`src/rtl/ysyx_25040105_fetch_pkg.sv`:
```
// Shared types and constants for the instruction fetch controller.
// Holds the fetch FSM state encoding, the default boot address and the instruction width.
package ysyx_25040105_fetch_pkg;

    localparam int          INST_W           = 32;
    localparam logic [31:0] DEFAULT_RESET_PC = 32'h8000_0000;

    typedef enum logic [1:0] {
        S_REQ   = 2'd0,
        S_WAIT  = 2'd1,
        S_HOLD  = 2'd2,
        S_FAULT = 2'd3
    } fetch_state_e;

endpackage

```
`src/rtl/ysyx_25040105_fetch_wdt.sv`:
```
// Watchdog for the fetch WAIT state: counts response-less cycles and flags expiry
// during the TIMEOUT-th consecutive waiting cycle.
module ysyx_25040105_fetch_wdt #(
    parameter int TIMEOUT = 255
) (
    input  logic clk,
    input  logic rst,
    input  logic clear,
    input  logic enable,
    output logic expired
);

    localparam int            CW    = (TIMEOUT > 1) ? $clog2(TIMEOUT) : 1;
    localparam logic [CW-1:0] LIMIT = CW'(TIMEOUT - 1);

    logic [CW-1:0] cnt;

    // cnt holds the number of waiting cycles already elapsed, so the current
    // cycle is the TIMEOUT-th one when cnt == TIMEOUT-1.
    assign expired = enable && (cnt == LIMIT);

    always_ff @(posedge clk) begin
        if (!rst || clear) begin
            cnt <= '0;
        end else if (enable && !expired) begin
            cnt <= cnt + 1'b1;
        end
    end

endmodule

```
`src/rtl/ysyx_25040105_fetch_ctrl.sv`:
```
// Instruction fetch controller: issues one read at a time, holds the returned word
// until the core commits it, follows redirects and latches a terminal fault.
module ysyx_25040105_fetch_ctrl
    import ysyx_25040105_fetch_pkg::*;
#(
    parameter logic [31:0] RESET_PC = DEFAULT_RESET_PC,
    parameter int          TIMEOUT  = 255
) (
    input  logic              clk,
    input  logic              rst,
    // Memory side. A request transfers on a cycle with req_valid & req_ready;
    // req_valid drops only after that handshake, and one response (resp_valid)
    // is expected from the cycle after the handshake onward.
    output logic              req_valid,
    output logic [31:0]       req_addr,
    input  logic              req_ready,
    input  logic              resp_valid,
    input  logic              resp_err,
    input  logic [INST_W-1:0] resp_data,
    // Core side. inst/pc are held stable while inst_valid is high until inst_ready.
    output logic              inst_valid,
    output logic [INST_W-1:0] inst,
    output logic [31:0]       pc,
    input  logic              inst_ready,
    input  logic              jump_en,
    input  logic [31:0]       jump_addr,
    output logic              fetch_fault,
    output logic [31:0]       fault_pc,
    output logic [31:0]       inst_cnt,
    output fetch_state_e      dbg_state
);

    fetch_state_e state;
    logic         wdt_clear;
    logic         wdt_enable;
    logic         wdt_expired;

    assign wdt_clear  = (state != S_WAIT);
    assign wdt_enable = (state == S_WAIT) && !resp_valid;

    ysyx_25040105_fetch_wdt #(
        .TIMEOUT(TIMEOUT)
    ) u_wdt (
        .clk    (clk),
        .rst    (rst),
        .clear  (wdt_clear),
        .enable (wdt_enable),
        .expired(wdt_expired)
    );

    assign req_addr  = pc;
    assign dbg_state = state;

    always_ff @(posedge clk) begin
        if (!rst) begin
            state       <= S_REQ;
            pc          <= RESET_PC;
            inst        <= '0;
            inst_cnt    <= '0;
            fault_pc    <= '0;
            fetch_fault <= 1'b0;
            req_valid   <= 1'b1;
            inst_valid  <= 1'b0;
        end else begin
            case (state)
                S_REQ: begin
                    if (req_ready) begin
                        state     <= S_WAIT;
                        req_valid <= 1'b0;
                    end
                end
                S_WAIT: begin
                    if (resp_valid && resp_err) begin
                        state       <= S_FAULT;
                        fault_pc    <= pc;
                        fetch_fault <= 1'b1;
                    end else if (resp_valid) begin
                        state      <= S_HOLD;
                        inst       <= resp_data;
                        inst_valid <= 1'b1;
                    end else if (wdt_expired) begin
                        state       <= S_FAULT;
                        fault_pc    <= pc;
                        fetch_fault <= 1'b1;
                    end
                end
                S_HOLD: begin
                    if (inst_ready) begin
                        inst_cnt   <= inst_cnt + 32'd1;
                        inst_valid <= 1'b0;
                        // A misaligned redirect still retires the current instruction.
                        if (jump_en && (jump_addr[1:0] != 2'b00)) begin
                            state       <= S_FAULT;
                            fault_pc    <= jump_addr;
                            fetch_fault <= 1'b1;
                        end else begin
                            state     <= S_REQ;
                            req_valid <= 1'b1;
                            pc        <= jump_en ? jump_addr : pc + 32'd4;
                        end
                    end
                end
                default: begin
                    state       <= S_FAULT;
                    req_valid   <= 1'b0;
                    inst_valid  <= 1'b0;
                    fetch_fault <= 1'b1;
                end
            endcase
        end
    end

endmodule

```
`config.mk`:
```
export PLATFORM = sky130hd
export DESIGN_NAME = ysyx_25040105_fetch_ctrl
export DESIGN_NICKNAME = d
export VERILOG_FILES = /design/src/rtl/ysyx_25040105_fetch_pkg.sv /design/src/rtl/ysyx_25040105_fetch_wdt.sv /design/src/rtl/ysyx_25040105_fetch_ctrl.sv
export SDC_FILE = /design/constraint.sdc
export NUM_CORES = 1
export LEC_CHECK = 0
export BUFFER_PORTS_ARGS = -buffer_cell sky130_fd_sc_hd__buf_2
export CAP_MARGIN = 20
export CORE_MARGIN = 1.5
export CORE_UTILIZATION = 25
export CTS_BUF_LIST = sky130_fd_sc_hd__clkbuf_8
export DETAILED_ROUTE_END_ITERATION = 10
export PLACE_DENSITY = 0.55
export SLEW_MARGIN = 20
export SYNTH_ARGS = -nofsm -noshare
export SYNTH_HDL_FRONTEND = slang
export SYNTH_SLANG_ARGS = --single-unit
```
`constraint.sdc`:
```
create_clock -name clk -period 4.9 [get_ports clk]
set_input_delay 0.245 -clock clk [delete_from_list [all_inputs] [get_ports clk]]
set_output_delay 0.245 -clock clk [all_outputs]
set_load 0.005 [all_outputs]
```
==> impl_metrics.json <==
{
  "status": "finished, final reports clean",
  "gp_congestion": 0.805,
  "avgRoutedWirePerCell_um": 15.6,
  "ys_seq_elements": 141,
  "rsz0062_at_grt": "false",
  "cp-end-kind": "register",
  "grt_max_degree": 65,
  "crit_type": "reg2reg",
  "synth-async-reset-ratio": 0,
  "start_util": 0.255,
  "dp_hpwl_mm": 14.7,
  "ant_nets": 0,
  "sequentialPowerShare": 0.472,
  "fp.dieH_um": 169,
  "cts_buffers": 17,
  "die_width_um": 169,
  "fillCellCount": 2926,
  "fin_crit_ns": 2.81,
  "ys.flop_type": "dfxtp_1",
  "syn_area_per_cell_um2": 8.34,
  "arrival_ns": 3.19,
  "switching_share": 0.266,
  "fin_worst_skew_ns": 0.0177,
  "postSynthCellCount": 826,
  "tightest_slew_ns": 0.891,
  "clock.fmax_mhz": 356,
  "grt_antenna_before_repair": 0,
  "vias": 6494,
  "cts_setup_buffers": 0,
  "grt_use_total": 0.144,
  "start_kind": "register",
  "core_area_mm2": 0.0270,
  "clk_pin_slew_ns": 0.09,
  "syn_to_final_growth_pct": 23.6,
  "yosysWarnings": 0,
  "finalSetupViolations": 0,
  "clock_power_share": 0.407,
  "min_period_over_period": 0.573,
  "cts.hold.buffers_added": 0,
  "p_leak_nw": 3.61,
  "grt_pass1_wl_mm": 32.8,
  "multi_input_area_mm2": 0.00357,
  "pwr-share-comb": 0.121,
  "cts_sinks": 141,
  "cp.required_ns": 5.28,
  "slew_violations": 0,
  "internal_power_mw": 1.92,
  "first_global_vias": 5902,
  "overflow": 0,
  "hold_slack_ns": 0.0424,
  "seq_area_frac_synth": 0.410,
  "root_buffer": "clkbuf_8",
  "synth_nets": 901,
  "clk_latency_ns": 0.44,
  "most-common-layout-cells": "buf_2, dfxtp_1, nand2_1, nor2_1, a21oi_1",
  "hold_class": "in2reg",
  "mappedNetlistArea_mm2": 0.00689,
  "layout.cells.most_common": "buf_2",
  "setup_tns_ns": 0,
  "p_sw_uw": 698,
  "tritoncts": "done",
  "cts_buffer_depth": 2,
  "ir_drop_mv": 0.145,
  "synth_edf_count": 0,
  "diodes": 0,
  "avgViaCountPerCell": 4.81,
  "first_pass_iters": 4,
  "worstPathMaxFanout": 21,
  "dr.first_iter.drc_count": 311,
  "rows": 60,
  "die_area_mm2": 0.0286,
  "max_slew_margin": 0.406,
  "io_pins": 236,
  "htreeDepth": 4,
  "regArea_mm2": 0.00282,
  "drcViolationCount": 0,
  "drive_gt1_frac": 0.291,
  "ys_types": 65,
  "cts_resized": 0,
  "routed_wl_mm": 21.0,
  "max_cap_viol_count": 0,
  "hold_viol": 0,
  "portBuffers": 235,
  "power_density_mw_per_mm2": 308,
  "fin_nets": 1074
}
==> synth_stat cells, drive strengths merged (17+ instances only) <==
library cell,number,area share
clkbuf,34,0.019
dfxtp,141,0.41
nor2,94,0.051
mux2i,46,0.067
a211oi,39,0.043
xor2,17,0.022
nand2,123,0.067
o21ai,27,0.020
nand4,22,0.023
buf,53,0.050
nand3,32,0.024
a21oi,54,0.041
==> through the flow <==
stage           util  area, um^2  power [mW]  setup WS, ns  instances
3_3_place_gp   0.299        8070        1.58          2.02       1321
2_1_floorplan      -        6890        1.45          2.83        826
3_5_place_dp   0.299        8070        1.59          2.00       1321
4_1_cts        0.315        8510        2.67          2.09       1351
6_report       0.315        8510        2.62          2.09       1351
5_1_grt        0.315        8510        2.75          1.82       1351
==> worst max-delay path, cell delays in order (launching register included) <==
cell	delay, ns
dfxtp_1	0.58
and3b_1	0.43
nand2_1	0.55
nor2_1	0.63
or4b_1	0.50
nand3_1	0.08
==> metal layers <==
layer,vias to the layer above,global-route usage,wire (um),part of all wire
met2,184,0.237,10100,0.48
met5,-,0,0,0
met4,0,0.0462,312,0.015
met1,3053,0.187,9610,0.46
met3,19,0.0330,1050,0.050
li1,3238,-,-,-
==> worst paths after layout <==
check                       startpoint                     to  slack [ns]  cells after the start
max          dbg_state[1]$_SDFFE_PN0P_    pc[25]$_SDFFE_PN0P_        2.09                      5
max reg2reg  dbg_state[1]$_SDFFE_PN0P_    pc[25]$_SDFFE_PN0P_        2.09                      5
min reg2reg      inst[25]$_SDFFE_PN0P_  inst[25]$_SDFFE_PN0P_        0.45                      2
min                      resp_data[15]  inst[15]$_SDFFE_PN0P_        0.04                      3
==> layout make-up <==
| cell class | instances | share of cell area |
|---|---|---|
| flip-flops and latches | 141 | 0.332 |
| inverters | 8 | 0.00367 |
| multi-input cells | 590 | 0.420 |
| clock inverters | 10 | 0.0191 |
| clock buffers | 20 | 0.0323 |
| well taps | 341 | 0.0501 |
| repair buffers | 241 | 0.143 |
==> flip-flops by register name, indices dropped and copies added (netlist names), 2 cells and up <==
register	cells
fault_pc	32
u_wdt.cnt	8
pc	32
inst	32
dbg_state	2
inst_cnt	32
==> cells by family (layout without fill, tap and decap cells) <==
| kind of cell | Yosys count | in the layout | synth area share |
|---|---|---|---|
| simple gates | 350 | 350 | 0.252 |
| compound gates | 165 | 165 | 0.158 |
| flops | 141 | 141 | 0.410 |
| buf+inv | 95 | 279 | 0.0732 |
| mux | 47 | 47 | 0.0685 |
| xor+xnor | 24 | 24 | 0.0305 |
| fa+ha+maj | 4 | 4 | 0.00727 |
==> power groups by stage <==
stage | clock (mW) | combinational, mW | sequential [mW]
final | 1.07 | 0.318 | 1.24
after global routing | 1.15 | 0.357 | 1.24
after CTS | 1.11 | 0.323 | 1.24
after detailed placement | 0 | 0.323 | 1.26
after global placement | 0 | 0.320 | 1.26
after floorplan | 0 | 0.195 | 1.26
Note: power is estimated with default switching activity, not from simulation.
